### config.mk
export PLATFORM = sky130hd
export DESIGN_NAME = calculate_snr_db
export DESIGN_NICKNAME = d
export VERILOG_FILES = /design/src/rtl/snr_pkg.sv /design/src/rtl/lod32.sv /design/src/rtl/calculate_snr_db.sv
export SDC_FILE = /design/constraint.sdc
export NUM_CORES = 2
export LEC_CHECK = 0
export CAP_MARGIN = 20
export CORE_MARGIN = 3
export CORE_UTILIZATION = 65
export DETAILED_ROUTE_END_ITERATION = 8
export GPL_ROUTABILITY_DRIVEN = 0
export PLACE_DENSITY = 0.89
export SYNTH_ARGS = -nofsm -noshare
export SYNTH_HDL_FRONTEND = slang
export SYNTH_HIERARCHICAL = 1
export SYNTH_SLANG_ARGS = --single-unit
### constraint.sdc
create_clock -name clk -period 18.4 [get_ports clk]
set_clock_uncertainty 0.15 [all_clocks]
set_input_delay 3.68 -clock clk [delete_from_list [all_inputs] [get_ports clk]]
set_output_delay 3.68 -clock clk [all_outputs]
set_load 0.05 [all_outputs]
### src/rtl/snr_pkg.sv
// Shared types and constants for the linear-to-dB SNR converter.
package snr_pkg;

  typedef enum logic [2:0] {
    StIdle,
    StNorm,
    StFrac,
    StScale,
    StDone
  } state_e;

  // Q-format widths: linear input is Q16.16, dB output and log2 are Q8.8, mantissa is Q1.31.
  localparam int unsigned LIN_W      = 32;
  localparam int unsigned LIN_FRAC_W = 16;
  localparam int unsigned DB_W       = 16;
  localparam int unsigned DB_FRAC_W  = 8;
  localparam int unsigned MANT_W     = 32;

  // 10*log10(2) in Q3.13; the product with a Q8.8 log2 is rescaled by 13 bits.
  localparam logic signed [31:0] LOG10_2_Q13   = 32'sd24660;
  localparam int unsigned        LOG10_2_SHIFT = 13;
  localparam logic signed [31:0] SCALE_RND     = 32'sd4096;

  localparam logic [DB_W-1:0] SNR_DB_MIN = 16'h8000;

endpackage

### src/rtl/lod32.sv
// Combinational 32-bit leading-one detector: index of the highest set bit plus a zero flag.
module lod32 (
  input  logic [31:0] in_i,
  output logic [4:0]  idx_o,
  output logic        zero_o
);

  always_comb begin
    idx_o  = 5'd0;
    zero_o = (in_i == 32'd0);
    for (int i = 0; i < 32; i++) begin
      if (in_i[i]) begin
        idx_o = 5'(i);
      end
    end
  end

endmodule

### src/rtl/calculate_snr_db.sv
// Converts a Q16.16 linear SNR to Q8.8 dB via a bit-serial log2 and a 10*log10(2) scale.
// Define SNR_DB_ROUND_EN to round the final scale half up instead of truncating.
module calculate_snr_db
  import snr_pkg::*;
#(
  parameter int unsigned FRAC_BITS = 8
) (
  input  logic             clk,
  input  logic             reset,
  input  logic             start_snr_db,
  input  logic [LIN_W-1:0] snr_linear,
  output logic [DB_W-1:0]  snr_db,
  output logic             done_snr_db,
  output logic             invalid_snr
);

  state_e state_q, state_d;

  logic [LIN_W-1:0]     x_q, x_d;
  logic [MANT_W-1:0]    m_q, m_d;
  logic [7:0]           int_q, int_d;
  logic [DB_FRAC_W-1:0] frac_q, frac_d;
  logic [3:0]           cnt_q, cnt_d;
  logic [DB_W-1:0]      snr_q, snr_d;
  logic                 done_q, done_d;
  logic                 invalid_q, invalid_d;
  logic                 armed_q, armed_d;

  logic [4:0]  lead_idx;
  logic        lead_zero;

  lod32 u_lod (
    .in_i   (x_q),
    .idx_o  (lead_idx),
    .zero_o (lead_zero)
  );

  // One squaring step: Q1.31 * Q1.31 -> Q2.62, renormalised back into Q1.31.
  logic [63:0]       sq;
  logic              frac_bit;
  logic [MANT_W-1:0] m_sq;

  assign sq       = 64'(m_q) * 64'(m_q);
  assign frac_bit = sq[63];
  assign m_sq     = frac_bit ? sq[63:32] : sq[62:31];

  logic [DB_FRAC_W-1:0] frac_al;
  logic [DB_W-1:0]      log2_q88;
  logic signed [31:0]   log2_ext;
  logic signed [31:0]   prod;
  logic signed [31:0]   prod_adj;
  logic signed [31:0]   db_shift;

  always_comb begin
    frac_al  = frac_q << (DB_FRAC_W - FRAC_BITS);
    log2_q88 = {int_q, frac_al};
    log2_ext = {{16{log2_q88[15]}}, log2_q88};
    prod     = log2_ext * LOG10_2_Q13;
`ifdef SNR_DB_ROUND_EN
    prod_adj = prod + SCALE_RND;
`else
    prod_adj = prod;
`endif
    db_shift = prod_adj >>> LOG10_2_SHIFT;
  end

  logic unused_bits;
  assign unused_bits = ^{sq[30:0], db_shift[31:16]};

  always_comb begin
    state_d   = state_q;
    x_d       = x_q;
    m_d       = m_q;
    int_d     = int_q;
    frac_d    = frac_q;
    cnt_d     = cnt_q;
    snr_d     = snr_q;
    done_d    = done_q;
    invalid_d = invalid_q;
    armed_d   = armed_q;

    // A start must be seen low once before it can launch a new conversion.
    if (!start_snr_db) begin
      armed_d = 1'b1;
    end

    case (state_q)
      StIdle: begin
        if (start_snr_db && armed_q) begin
          x_d     = snr_linear;
          armed_d = 1'b0;
          state_d = StNorm;
        end
      end
      StNorm: begin
        if (lead_zero) begin
          snr_d     = SNR_DB_MIN;
          invalid_d = 1'b1;
          state_d   = StDone;
        end else begin
          int_d     = {3'b000, lead_idx} - 8'd16;
          m_d       = x_q << (5'd31 - lead_idx);
          frac_d    = '0;
          cnt_d     = '0;
          invalid_d = 1'b0;
          state_d   = StFrac;
        end
      end
      StFrac: begin
        m_d    = m_sq;
        frac_d = {frac_q[DB_FRAC_W-2:0], frac_bit};
        cnt_d  = cnt_q + 4'd1;
        if (cnt_q == 4'(FRAC_BITS - 1)) begin
          state_d = StScale;
        end
      end
      StScale: begin
        snr_d   = db_shift[15:0];
        state_d = StDone;
      end
      StDone: begin
        // done rises one edge after entering DONE so the result is already stable.
        if (!done_q) begin
          done_d = 1'b1;
        end else if (!start_snr_db) begin
          done_d  = 1'b0;
          state_d = StIdle;
        end
      end
      default: begin
        state_d = StIdle;
      end
    endcase
  end

  always_ff @(posedge clk or negedge reset) begin
    if (!reset) begin
      state_q   <= StIdle;
      x_q       <= '0;
      m_q       <= '0;
      int_q     <= '0;
      frac_q    <= '0;
      cnt_q     <= '0;
      snr_q     <= '0;
      done_q    <= 1'b0;
      invalid_q <= 1'b0;
      armed_q   <= 1'b0;
    end else begin
      state_q   <= state_d;
      x_q       <= x_d;
      m_q       <= m_d;
      int_q     <= int_d;
      frac_q    <= frac_d;
      cnt_q     <= cnt_d;
      snr_q     <= snr_d;
      done_q    <= done_d;
      invalid_q <= invalid_d;
      armed_q   <= armed_d;
    end
  end

  assign snr_db      = snr_q;
  assign done_snr_db = done_q;
  assign invalid_snr = invalid_q;

endmodule

==> flow_summary_export.csv <==
group,metric,value,unit
clock_network,cts_hold_buf,0,
cells_and_area,mostFrequentLayoutCells,"inv_1 (1097), fa_1 (827), ha_1 (408)",
floorplan,rows,88,
detailed_routing,vias,28783,
clock_network,postCtsSetupBuffers,0,
setup_path,cp-end-kind,"flip-flop",
sta,worstMarginPinSlew,1.14,ns
clock_network,cts_buffer_depth,2,
floorplan,io_pins,53,
clock_network,cts_tree,"done",
synth,ys_ff_latch,103,
cells_and_area,final_cells,4797,
sta,tns,0,ns
cells_and_area,area.growth.synth_to_final,4.04,%
global_routing,grt_pass1_wl,163000,µm
status,violations,"antenna violations",
setup_path,worst_setup_path_start_kind,"flip-flop",
sta,relSlewSlack,23.6,%
sta,hold_viol_final,0,
placed_design,dp_cells,4775,
global_routing,grt_usage,34.0,%
cells_and_area,final_area,39700,µm²
cells_and_area,final_common_cell,"inv_1",
cells_and_area,fillers,4075,
sta,rsz0062_at_grt,"no",
status,status,"finished, violations left",
sta,fin_crit_sh,55.2,%
placed_design,portBuffers,52,
placed_design,place_hpwl,79800,µm
clock_network,clk_latency,0.37,ns
job,max_cap_violations,0,
min_path,hold_path_class,"flip-flop to flip-flop",
setup_path,criticalPathCategory,"flip-flop to flip-flop",
detailed_routing,ant_nets,1,
cells_and_area,drive_gt1_share,3.95,%
sta,setup_viol,0,
detailed_routing,remaining_drc_errors,0,
synth,syn_nets,5344,
clock_network,htree_levels,3,
global_routing,antenna_found_initial,1,
min_path,min_from,"snr_db[11]$_DFFE_PN0P_",
setup_path,critical_path_arrival,10.30,ns
clock_network,numCtsBuffers,9,
sta,maxSlewViolCount,0,
floorplan,core-area,57900,µm²
clock_network,cts-root-buf,"clkbuf_16",
synth,netlist_area,38100,µm²
detailed_routing,first_pass_iters,5,
detailed_routing,routed_via_density,6.00,
sta,fin_crit,10.15,ns
detailed_routing,post_drt_wl_per_cell,20.7,µm
clock_network,clock_sinks,103,
global_routing,grt_pass1_vias,32396,
synth,synth-edff-count,0,
floorplan,die_h,248,µm
clock_network,cts-resized-gates,0,
setup_path,cp-startpoint,"m_q[7]$_DFFE_PN0P_",
synth,synth_seq_area_share,6.76,%
synth,yosys_most_used_dff,"dfrtp_1",
global_routing,grt_max_degree,66,
synth,syn_avg_cell_area,9.36,µm²
floorplan,dieArea,61600,µm²
synth,ys_warn_count,6,
cells_and_area,final_net_count,5292,
setup_path,cp_max_fo,31,
setup_path,reg2reg_from,"m_q[7]$_DFFE_PN0P_",
synth,yosys.cell_types.count,78,
detailed_routing,routed_wl,99300,µm
floorplan,die_w,248,µm
floorplan,start_util,65.9,%
synth,syn_inst,4074,
synth,synth-async-reset-ratio,100,%
sta,fmax,98.5,MHz
clock_network,clkTransAtPathRegs,0.08,ns
global_routing,grt_overflow_total,0,
detailed_routing,first_iter_violations,2504,
placed_design,postPlaceCellArea,39400,µm²
setup_path,critical_path_required,18.55,ns
==> final timing paths <==
| path | end | slack (ns) | cells past startpoint |
|---|---|---|---|
| worst min-delay path | snr_db[11]$_DFFE_PN0P_ | 0.33 | 2 |
| max in group asynchronous | m_q[24]$_DFFE_PN0P_ | 13.75 | 2 |
| worst max register to register | m_q[26]$_DFFE_PN0P_ | 8.25 | 27 |
| min in group asynchronous | x_q[23]$_DFFE_PN0P_ | 3.13 | 1 |
| worst min register to register | snr_db[11]$_DFFE_PN0P_ | 0.33 | 2 |
| worst max-delay path | m_q[26]$_DFFE_PN0P_ | 8.25 | 27 |
==> layer usage <==
layer  track usage (%)  wire length (µm)
met1              39.8             33800
met2              57.5             48300
met3              7.28              9750
met4              21.2              7500
met5                 0                 0
==> area by class of cell <==
cell class	instances	area (µm²)	area share [%]
inverter	1101	4130	10.4
clock inverter	4	30.0	0.0757
clock buffer	12	256	0.646
multi-input combinational	2711	30800	77.7
antenna	5	12.5	0.0315
timing repair buffer	96	868	2.19
sequential	103	2580	6.50
tap	765	957	2.41
==> cell families after synthesis <==
| family | synth area share (%) |
|---|---|
| compound gates | 7.63 |
| xor+xnor | 2.18 |
| fa+ha+maj | 56.8 |
| buf+inv | 12.5 |
| flops | 6.76 |
| mux | 3.63 |
| simple gates | 10.5 |
==> synth_stat cells, types with 5 or more instances <==
master / number / area, µm²
o21ai_0: 71 / 355
o21ai_1: 14 / 70.1
and2_1: 218 / 1360
ha_1: 408 / 5100
inv_1: 1097 / 4120
and4_1: 6 / 52.6
a31o_2: 9 / 78.8
o221ai_1: 5 / 43.8
o21a_1: 9 / 67.6
nor2b_1: 24 / 150
nand4_1: 20 / 125
and3_1: 7 / 43.8
dfrtp_1: 103 / 2580
a21o_1: 28 / 210
o21bai_1: 21 / 158
mux2_2: 50 / 563
nand2_1: 344 / 1290
mux2i_1: 55 / 551
nor2_1: 125 / 469
nand3_1: 32 / 160
o211ai_1: 23 / 173
nor3_1: 21 / 105
fa_1: 827 / 16600
mux4_2: 11 / 248
a221o_1: 8 / 80.1
a211oi_1: 25 / 188
xnor2_1: 53 / 464
o31ai_1: 10 / 75.1
xor2_1: 40 / 350
a22o_1: 24 / 210
buf_1: 6 / 22.5
a221oi_1: 10 / 87.6
clkbuf_1: 144 / 541
nor4_1: 10 / 62.6
a31oi_1: 17 / 106
nand2b_1: 6 / 37.5
a21oi_1: 115 / 576
==> worst max-delay path, stage by stage, from the launching register on <==
cell and delay, ns:
dfrtp_1 0.33, buf_4 0.43, clkinv_1 0.66, nor2_1 0.47, xnor2_1 0.14, ha_1 0.24, a21oi_1 0.38, fa_1 0.25
inv_1 0.06, fa_1 0.48, inv_1 0.06, fa_1 0.48, inv_1 0.05, fa_1 0.48, fa_1 0.56, fa_1 0.45
fa_1 0.48, ha_1 0.40, a21oi_2 0.21, a31oi_1 0.11, o21ai_0 0.39, a211oi_2 0.14, a211oi_4 0.47, o21ai_4 0.15
a2111oi_4 0.55, xor2_4 0.94, mux2_2 0.42, a21oi_1 0.14
==> registers in the layout, summed over array words and instances (netlist names) <==
name,count
snr_db,16
x_q,32
invalid_snr,1
cnt_q,4
int_q,5
done_snr_db,1
armed_q,1
frac_al,8
state_q,3
m_q,32
==> through the flow <==
step | worst slack, ns | hold slack (ns) | utilization [%]
finish | 8.25 | 0.332 | 68.5
global route | 7.96 | 0.363 | 68.5
CTS | 8.49 | 0.332 | 68.5
detailed placement | 8.51 | 0.315 | 68.0
global placement | 8.78 | 0.316 | 67.9
floorplan | 10.25 | 0.298 | -
Power is not shown: default switching activity piles up to over one toggle a cycle in this logic, so the estimate is an artifact.
